===== src/rtl/vedic_mul8_seq_pkg.sv =====
// Shared types and step tables for the sequential 8x8 vedic multiplier.
package vedic_mul8_seq_pkg;

    typedef enum logic [1:0] {
        IDLE = 2'd0,
        MUL  = 2'd1,
        DONE = 2'd2
    } state_t;

    localparam int unsigned STEPS  = 4;
    localparam int unsigned STEP_W = 2;
    localparam int unsigned NIB_W  = 4;
    localparam int unsigned PP_W   = 8;

    // Bit n set means step n takes the high nibble of that operand.
    localparam logic [STEPS-1:0] A_HI_MASK = 4'b1010;
    localparam logic [STEPS-1:0] B_HI_MASK = 4'b1100;

    // Partial-product shift per step.
    localparam int unsigned SHIFT_S0 = 0;
    localparam int unsigned SHIFT_S1 = 4;
    localparam int unsigned SHIFT_S2 = 4;
    localparam int unsigned SHIFT_S3 = 8;

    function automatic int unsigned step_shift(input logic [STEP_W-1:0] step);
        int unsigned sh;
        case (step)
            2'd0:    sh = SHIFT_S0;
            2'd1:    sh = SHIFT_S1;
            2'd2:    sh = SHIFT_S2;
            default: sh = SHIFT_S3;
        endcase
        return sh;
    endfunction

endpackage


===== src/rtl/vedic_mul8_seq_vedic_4x4.sv =====
// Combinational 4x4 unsigned vedic (urdhva-tiryagbhyam) multiplier built from 2x2 blocks.
module vedic_4x4
    import vedic_mul8_seq_pkg::*;
(
    input  logic [NIB_W-1:0] a,
    input  logic [NIB_W-1:0] b,
    output logic [PP_W-1:0]  prod_c
);

    // 2x2 vedic block: vertical and crosswise products with a single carry.
    function automatic logic [3:0] vedic_2x2(input logic [1:0] x, input logic [1:0] y);
        logic cross_a;
        logic cross_b;
        logic carry;
        logic high;
        cross_a = x[1] & y[0];
        cross_b = x[0] & y[1];
        carry   = cross_a & cross_b;
        high    = x[1] & y[1];
        return {high & carry, high ^ carry, cross_a ^ cross_b, x[0] & y[0]};
    endfunction

    logic [3:0] m_ll;
    logic [3:0] m_hl;
    logic [3:0] m_lh;
    logic [3:0] m_hh;

    // Four 2x2 sub-products combined with crosswise sum at shift 2 and high term at shift 4.
    always_comb begin
        m_ll   = vedic_2x2(a[1:0], b[1:0]);
        m_hl   = vedic_2x2(a[3:2], b[1:0]);
        m_lh   = vedic_2x2(a[1:0], b[3:2]);
        m_hh   = vedic_2x2(a[3:2], b[3:2]);
        prod_c = PP_W'(m_ll)
               + PP_W'((PP_W'(m_hl) + PP_W'(m_lh)) << 2)
               + PP_W'(PP_W'(m_hh) << 4);
    end

endmodule


===== src/rtl/vedic_mul8_seq.sv =====
// Sequential 8x8 multiply / multiply-accumulate over one shared 4x4 vedic multiplier.
module vedic_mul8_seq
    import vedic_mul8_seq_pkg::*;
#(
    parameter int unsigned ACC_W = 20
) (
    input  logic             clk,
    input  logic             rst,
    input  logic             in_valid,
    output logic             in_ready,
    input  logic [7:0]       in_a,
    input  logic [7:0]       in_b,
    input  logic             in_acc,
    output logic             out_valid,
    input  logic             out_ready,
    output logic [ACC_W-1:0] out_data,
    output logic             out_ovf,
    output logic             busy
);

    state_t             state_q;
    state_t             state_d;
    logic [STEP_W-1:0]  step_q;
    logic [7:0]         a_q;
    logic [7:0]         b_q;
    logic [ACC_W-1:0]   acc_q;
    logic               ovf_q;

    logic               accept;
    logic [NIB_W-1:0]   nib_a;
    logic [NIB_W-1:0]   nib_b;
    logic [PP_W-1:0]    pp;
    logic [ACC_W-1:0]   pp_shifted;
    logic [ACC_W:0]     sum;

    // Operand nibble selection and shifted accumulate for the current step.
    always_comb begin
        nib_a      = A_HI_MASK[step_q] ? a_q[7:4] : a_q[3:0];
        nib_b      = B_HI_MASK[step_q] ? b_q[7:4] : b_q[3:0];
        pp_shifted = ACC_W'(ACC_W'(pp) << step_shift(step_q));
        sum        = (ACC_W+1)'(acc_q) + (ACC_W+1)'(pp_shifted);
    end

    vedic_4x4 u_vedic_4x4 (
        .a      (nib_a),
        .b      (nib_b),
        .prod_c (pp)
    );

    assign accept = (state_q == IDLE) && in_valid;

    // State register; handshake flags are registered from the next state.
    always_ff @(posedge clk or posedge rst) begin
        if (rst) begin
            state_q   <= IDLE;
            in_ready  <= 1'b1;
            out_valid <= 1'b0;
            busy      <= 1'b0;
        end else begin
            state_q   <= state_d;
            in_ready  <= (state_d == IDLE);
            out_valid <= (state_d == DONE);
            busy      <= (state_d != IDLE);
        end
    end

    // Next-state logic.
    always_comb begin
        state_d = state_q;
        case (state_q)
            IDLE: if (in_valid) state_d = MUL;
            MUL:  if (step_q == STEP_W'(STEPS - 1)) state_d = DONE;
            DONE: if (out_ready) state_d = IDLE;
            default: state_d = IDLE;
        endcase
    end

    // Operand capture, step counter, accumulator and sticky overflow.
    always_ff @(posedge clk or posedge rst) begin
        if (rst) begin
            step_q <= '0;
            a_q    <= '0;
            b_q    <= '0;
            acc_q  <= '0;
            ovf_q  <= 1'b0;
        end else if (accept) begin
            a_q    <= in_a;
            b_q    <= in_b;
            step_q <= '0;
            if (!in_acc) begin
                acc_q <= '0;
                ovf_q <= 1'b0;
            end
        end else if (state_q == MUL) begin
            acc_q  <= sum[ACC_W-1:0];
            step_q <= step_q + STEP_W'(1);
            if (sum[ACC_W]) ovf_q <= 1'b1;
        end
    end

    assign out_data = acc_q;
    assign out_ovf  = ovf_q;

endmodule

===== config.mk =====
export PLATFORM = sky130hd
export DESIGN_NAME = vedic_mul8_seq
export DESIGN_NICKNAME = d
export VERILOG_FILES = /design/src/rtl/vedic_mul8_seq_pkg.sv /design/src/rtl/vedic_mul8_seq_vedic_4x4.sv /design/src/rtl/vedic_mul8_seq.sv
export SDC_FILE = /design/constraint.sdc
export NUM_CORES = 1
export LEC_CHECK = 0
export ABC_CLOCK_PERIOD_IN_PS = 6300
export BUFFER_PORTS_ARGS = -buffer_cell sky130_fd_sc_hd__clkbuf_2
export CORE_MARGIN = 10
export CORE_UTILIZATION = 55
export DETAILED_ROUTE_END_ITERATION = 8
export PLACE_DENSITY_LB_ADDON = 0.12
export SKIP_CTS_REPAIR_TIMING = 1
export SLEW_MARGIN = 20
export SYNTH_ARGS = -nofsm -noshare
export SYNTH_HDL_FRONTEND = slang
export SYNTH_SLANG_ARGS = --single-unit

===== constraint.sdc =====
create_clock -name clk -period 6.3 [get_ports clk]
set_input_delay 1.575 -clock clk [delete_from_list [all_inputs] [get_ports clk]]
set_output_delay 1.575 -clock clk [all_outputs]
set_load 0.1 [all_outputs]

# Word-level counts from Yosys, hierarchy flattened
# Index checks and enable logic that the tools add are counted.
# totals
register_bits,44
input_bits,21
out_inout_bits,24
elab_cells,85
# classes
add_sub_neg,5
magnitude_cmp,1
n_eq_ne,7
shifts,1
mux,20
n_bitwise,32
reduce_logical,10
# ops
operator,n
$mux 20,3
$shl 8x32->20,1
$and 1x1->1,24
$add 20x20->21,1
$mux 2,5
$add 4x8->8,1
$add 8x8->8,1
$eq 2x2->1 const B,4
$mux 4,2
$pmux 4 s2,1
$xor 1x1->1,8
$logic_not 2->1,3
$mux 1,6
$pmux 2 s3,1
$reduce_bool 2->1,3
$add 4x4->5,1
$bmux 1 s2,2
$eq 2x1->1 const B,2
$lt 2x3->1 const B,1
$reduce_and 3->1,1
$add 2x1->2 const B,1
$ne 2x2->1 const B,1
$reduce_and 2->1,1
$reduce_or 2->1,1
$logic_and 1x1->1,1

# Depth between registers and ports, before layout
# depth
word_depth,14
mapped_depth,24
depth_no_buf,23

# By module
# A second synthesis with hierarchy kept.
# hier_totals
hier_cells,396
area_unflattened_um2,3482.1
# by_module_without_submodules
mod,instances,cells_per_inst,area_each_um2
vedic_mul8_seq,1,338,2970.3
vedic_4x4,1,58,511.7

# Worst setup path after synthesis
# No wires, ideal clock.
# synth_timing
kind,register -> register
start,register step_q[0]
end,"register acc_q[19], in the netlist out_data[19]"
arrival_time_ns,4.642
path_slack_ns,1.540
stages_incl_launch_ff,21
n_path_buf,2
synth_period_minus_slack_ns,4.760
path_cell_list,dfrtp_1 -> clkbuf_1 -> mux2i_1 -> nor2_1 -> ha_1 -> fa_1 -> ha_1 -> a21o_1 -> a21oi_1 -> o21bai_1 -> a21oi_1 -> xnor2_1 -> mux2i_1 -> nor2_1 -> ha_1 -> clkbuf_2 -> nand4_1 -> or2_2 -> a2111oi_0 -> o22ai_1 -> a21o_1
# synth_between
elab_chain_cells,13
word_cells_on_any_way,50
classes_between,add/sub (4); eq/ne (2); shift (1); mux (9); bitwise (32); reduce/logical (2)
# synth_lines
item,line,rtl
from (decl),vedic_mul8_seq.sv:23,logic [STEP_W-1:0] step_q;
from (signal assigned),vedic_mul8_seq.sv:96,step_q <= step_q + STEP_W'(1);
"$bmux 1 s2, on equally long branches","vedic_mul8_seq.sv:38, vedic_mul8_seq.sv:39",
"$mux 1, on equally long branches","vedic_mul8_seq.sv:38, vedic_mul8_seq.sv:39",
"$mux 4, on equally long branches","vedic_mul8_seq.sv:38, vedic_mul8_seq.sv:39",
"$and 1x1->1, on equally long branches","vedic_mul8_seq_vedic_4x4.sv:16, vedic_mul8_seq_vedic_4x4.sv:17",
$and 1x1->1,vedic_mul8_seq_vedic_4x4.sv:18,carry = cross_a & cross_b;
$xor 1x1->1 / $and 1x1->1 (equally long branches),vedic_mul8_seq_vedic_4x4.sv:20,"return {high & carry, high ^ carry, cross_a ^ cross_b, x[0] & y[0]};"
$add 4x4->5,vedic_mul8_seq_vedic_4x4.sv:35,+ PP_W'((PP_W'(m_hl) + PP_W'(m_lh)) << 2)
$add 4x8->8,vedic_mul8_seq_vedic_4x4.sv:35,
$add 8x8->8,vedic_mul8_seq_vedic_4x4.sv:36,+ PP_W'(PP_W'(m_hh) << 4);
$shl 8x32->20 (*),vedic_mul8_seq.sv:40,pp_shifted = ACC_W'(ACC_W'(pp) << step_shift(step_q));
$add 20x20->21 (*),vedic_mul8_seq.sv:41,sum = (ACC_W+1)'(acc_q) + (ACC_W+1)'(pp_shifted);
$mux 20 (*),vedic_mul8_seq.sv:94,end else if (state_q == MUL) begin
$mux 20 (*),vedic_mul8_seq.sv:86,end else if (accept) begin
to (signal assigned),vedic_mul8_seq.sv:95,acc_q <= sum[ACC_W-1:0];
to (decl),vedic_mul8_seq.sv:26,logic [ACC_W-1:0] acc_q;
# Mark *: on every way between the ends. The rest lies on a longest branch, timed or not. The select of a mux whose other input is x is not followed.
# A chain may end at the register's enable or synchronous reset.

# Final worst setup path
# layout_timing
start,register step_q[1]
end,"register acc_q[19], in the netlist out_data[19]"
# Same word-level chain as after synthesis.

==> key figures <==
Run status
  • Status: completed

GRT
  • Number of global-route vias before repair: 2735
  • Pin count of the biggest net entering global routing: 45
  • Antenna violations before repair: 0
  • Grt ovf: 0
  • First-pass GRT wire length: 12.8 mm
  • Total Routing Usage GR: 0.159

Logic synthesis
  • Ranking of synthesized cells by area: dfrtp_1, ha_1, mux2_2
  • Synthesis-stage register bit count: 44
  • Top cells by count, synth: nor2_1, dfrtp_1, ha_1
  • Most common cell in the synthesized netlist: nor2_1
  • Seq/Total Area, Yosys: 0.332
  • Netlist cell types: 51
  • Syn Area/Cell: 9.26 sq um
  • Synth top area share: 0.324
  • Synth warn: 0
  • Yosys top cell by area: dfrtp_1
  • Syn_nets: 423
  • Ys async rst share: 1.00
  • Number of synthesized flops with an enable pin: 0
  • Post-Syn Instances: 359
  • Mapped Area: 0.00332 sq mm
  • Post-synth top flop: dfrtp_1

Routing
  • Vias per cell: 5.69
  • WL/cell: 15.9 um
  • First drt pass iteration count: 7
  • Final Routed Wirelength: 7.56 mm
  • Antenna Nets Post-Route: 0
  • Via count: 2697
  • DRT iter0 DRCs: 104
  • DRC: 0

Floorplanning
  • Initial Util: 0.565
  • Die H: 97.7 um
  • Core area: 0.00589 sq mm
  • DIE AREA: 0.00955 sq mm
  • # rows: 28
  • Top Ports: 45
  • Die width: 97.7 um

Setup path
  • CP max FO: 8
  • Type of origin of the critical path: flop
  • Kind of critical path: reg -> reg
  • Worst EP required: 6.51 ns
  • CP arrival: 5.49 ns
  • Worst reg2reg path depth: 18
  • CP endpoint kind: flop

Timing
  • Final Slew Violations: 0
  • RSZ-0062 raised after global routing: false
  • Worst-Margin Slew: 0.872 ns
  • Slew margin rel.: 0.419
  • Final Hold Violating Endpoints: 0
  • Setup-failing EPs final: 0
  • Fmax: 189 MHz
  • Hold slack final: 0.510 ns
  • Setup_tns: 0 ns
  • Fin crit share: 0.839
  • Setup slack after layout: 1.01 ns
  • Clk_skew: 0.0167 ns
  • Final Critical Period: 5.29 ns

Clocking
  • Total CTS buffers: 5
  • Worst-path clk slew: 0.10 ns
  • H-tree Lvls: 2
  • CTS Root Buffer Type: clkbuf_8
  • Worst-skew pair later-pin latency: 0.31 ns
  • Clk sinks: 44
  • CTS tree: built
  • Buffer depth of the longest clock path: 2

Finish
  • FILL cells: 525
  • Antenna Cells: 0
  • Final nets: 462
  • Non-Filler Instances: 474
  • Syn-to-layout area delta: 11.7%
  • Fraction of layout cells with a size suffix above 1: 0.195

Worst hold path
  • Worst hold stages: 1
  • Hold WC Path Type: reg -> reg

Place
  • Gpl congestion: 0.923
  • Place WS: 1.07 ns
  • Dpl hpwl: 5.95 mm
  • Port Buffer Count: 44
  • Placed cell count: 466

Job
  • Max_cap viols: 0
==> layout by cell type, fill, tap and decap left out, drive strengths merged, types with 2 or more instances in the layout <==
| master | count |
|---|---|
| inv | 10 |
| fa | 3 |
| xor2 | 8 |
| mux2 | 16 |
| a211oi | 3 |
| o21bai | 5 |
| a2111oi | 2 |
| a221o | 3 |
| o22ai | 2 |
| buf | 2 |
| a21oi | 20 |
| mux2i | 10 |
| o21ai | 28 |
| or3 | 2 |
| a21o | 12 |
| nand2 | 28 |
| clkbuf | 49 |
| or2 | 4 |
| xnor2 | 9 |
| ha | 40 |
| nor2b | 4 |
| o21a | 3 |
| and2 | 7 |
| o211ai | 3 |
| dfrtp | 43 |
| nor3 | 5 |
| a22o | 5 |
| nor2 | 45 |
| nand4 | 3 |
| nor3b | 3 |
| nand3 | 3 |
==> logic make-up after synthesis <==
kind of cell / synth area share
AND/OR/NAND/NOR: 0.148
AO/OA/AOI/OAI: 0.194
flip-flops: 0.332
adder cells (fa/ha/maj): 0.169
multiplexers: 0.0843
buffers and inverters: 0.0282
XOR/XNOR: 0.0448
==> stage by stage <==
step	utilization	area [sq um]
global route	0.631	3710
finish	0.631	3710
detailed placement	0.611	3600
CTS	0.631	3710
global placement	0.611	3600
floorplan	-	3320
==> state kept, by name, summed over array words and instances, names as in the netlist <==
name	count
in_ready	1
out_ovf	1
b_q	8
a_q	8
busy	1
out_data	20
state_q	2
out_valid	1
step_q	2
==> worst max-delay path, stage by stage, from the launching register on <==
cell and delay, ns:
dfrtp_1 0.56, mux2i_1 0.38, nor2_1 0.08, ha_1 0.35, fa_1 0.54, ha_1 0.32
a21o_1 0.18, a21oi_1 0.25, o21bai_1 0.10, a21oi_1 0.18, xnor2_1 0.12, mux2i_1 0.19
nor2_1 0.07, ha_1 0.41, nand4_1 0.17, or2_2 0.29, a2111oi_0 0.64, o22ai_1 0.14
a21o_1 0.21
==> area by class of cell <==
| type | instances | area, sq um | share of cell area |
|---|---|---|---|
| Sequential cell | 44 | 1100 | 0.297 |
| Inverter | 10 | 37.5 | 0.0101 |
| Clock inverter | 3 | 46.3 | 0.0125 |
| Tap cell | 75 | 93.8 | 0.0253 |
| Clock buffer | 5 | 68.8 | 0.0185 |
| Timing Repair Buffer | 46 | 235 | 0.0633 |
| Multi-Input combinational cell | 291 | 2130 | 0.573 |
==> final timing paths <==
kind	end	slack, ns	start
setup / recovery	out_data[19]$_DFFE_PP0P_	1.01	step_q[1]$_DFFE_PP0P_
hold / removal	b_q[6]$_DFFE_PP0P_	0.51	b_q[6]$_DFFE_PP0P_
min in group asynchronous	step_q[1]$_DFFE_PP0P_	1.37	rst
max in group asynchronous	out_data[0]$_DFFE_PP0P_	4.55	rst
setup reg to reg	out_data[19]$_DFFE_PP0P_	1.01	step_q[1]$_DFFE_PP0P_
hold reg to reg	b_q[6]$_DFFE_PP0P_	0.51	b_q[6]$_DFFE_PP0P_
==> metal layers <==
metal | vias up | routed length [um] | GRT usage
met5 | - | 0 | 0
li1 | 1369 | - | -
met2 | 66 | 3750 | 0.277
met4 | 0 | 89 | 0.0414
met3 | 9 | 364 | 0.0352
met1 | 1253 | 3350 | 0.192
Power is not shown: default switching activity piles up to over one toggle a cycle in this logic, so the estimate is an artifact.
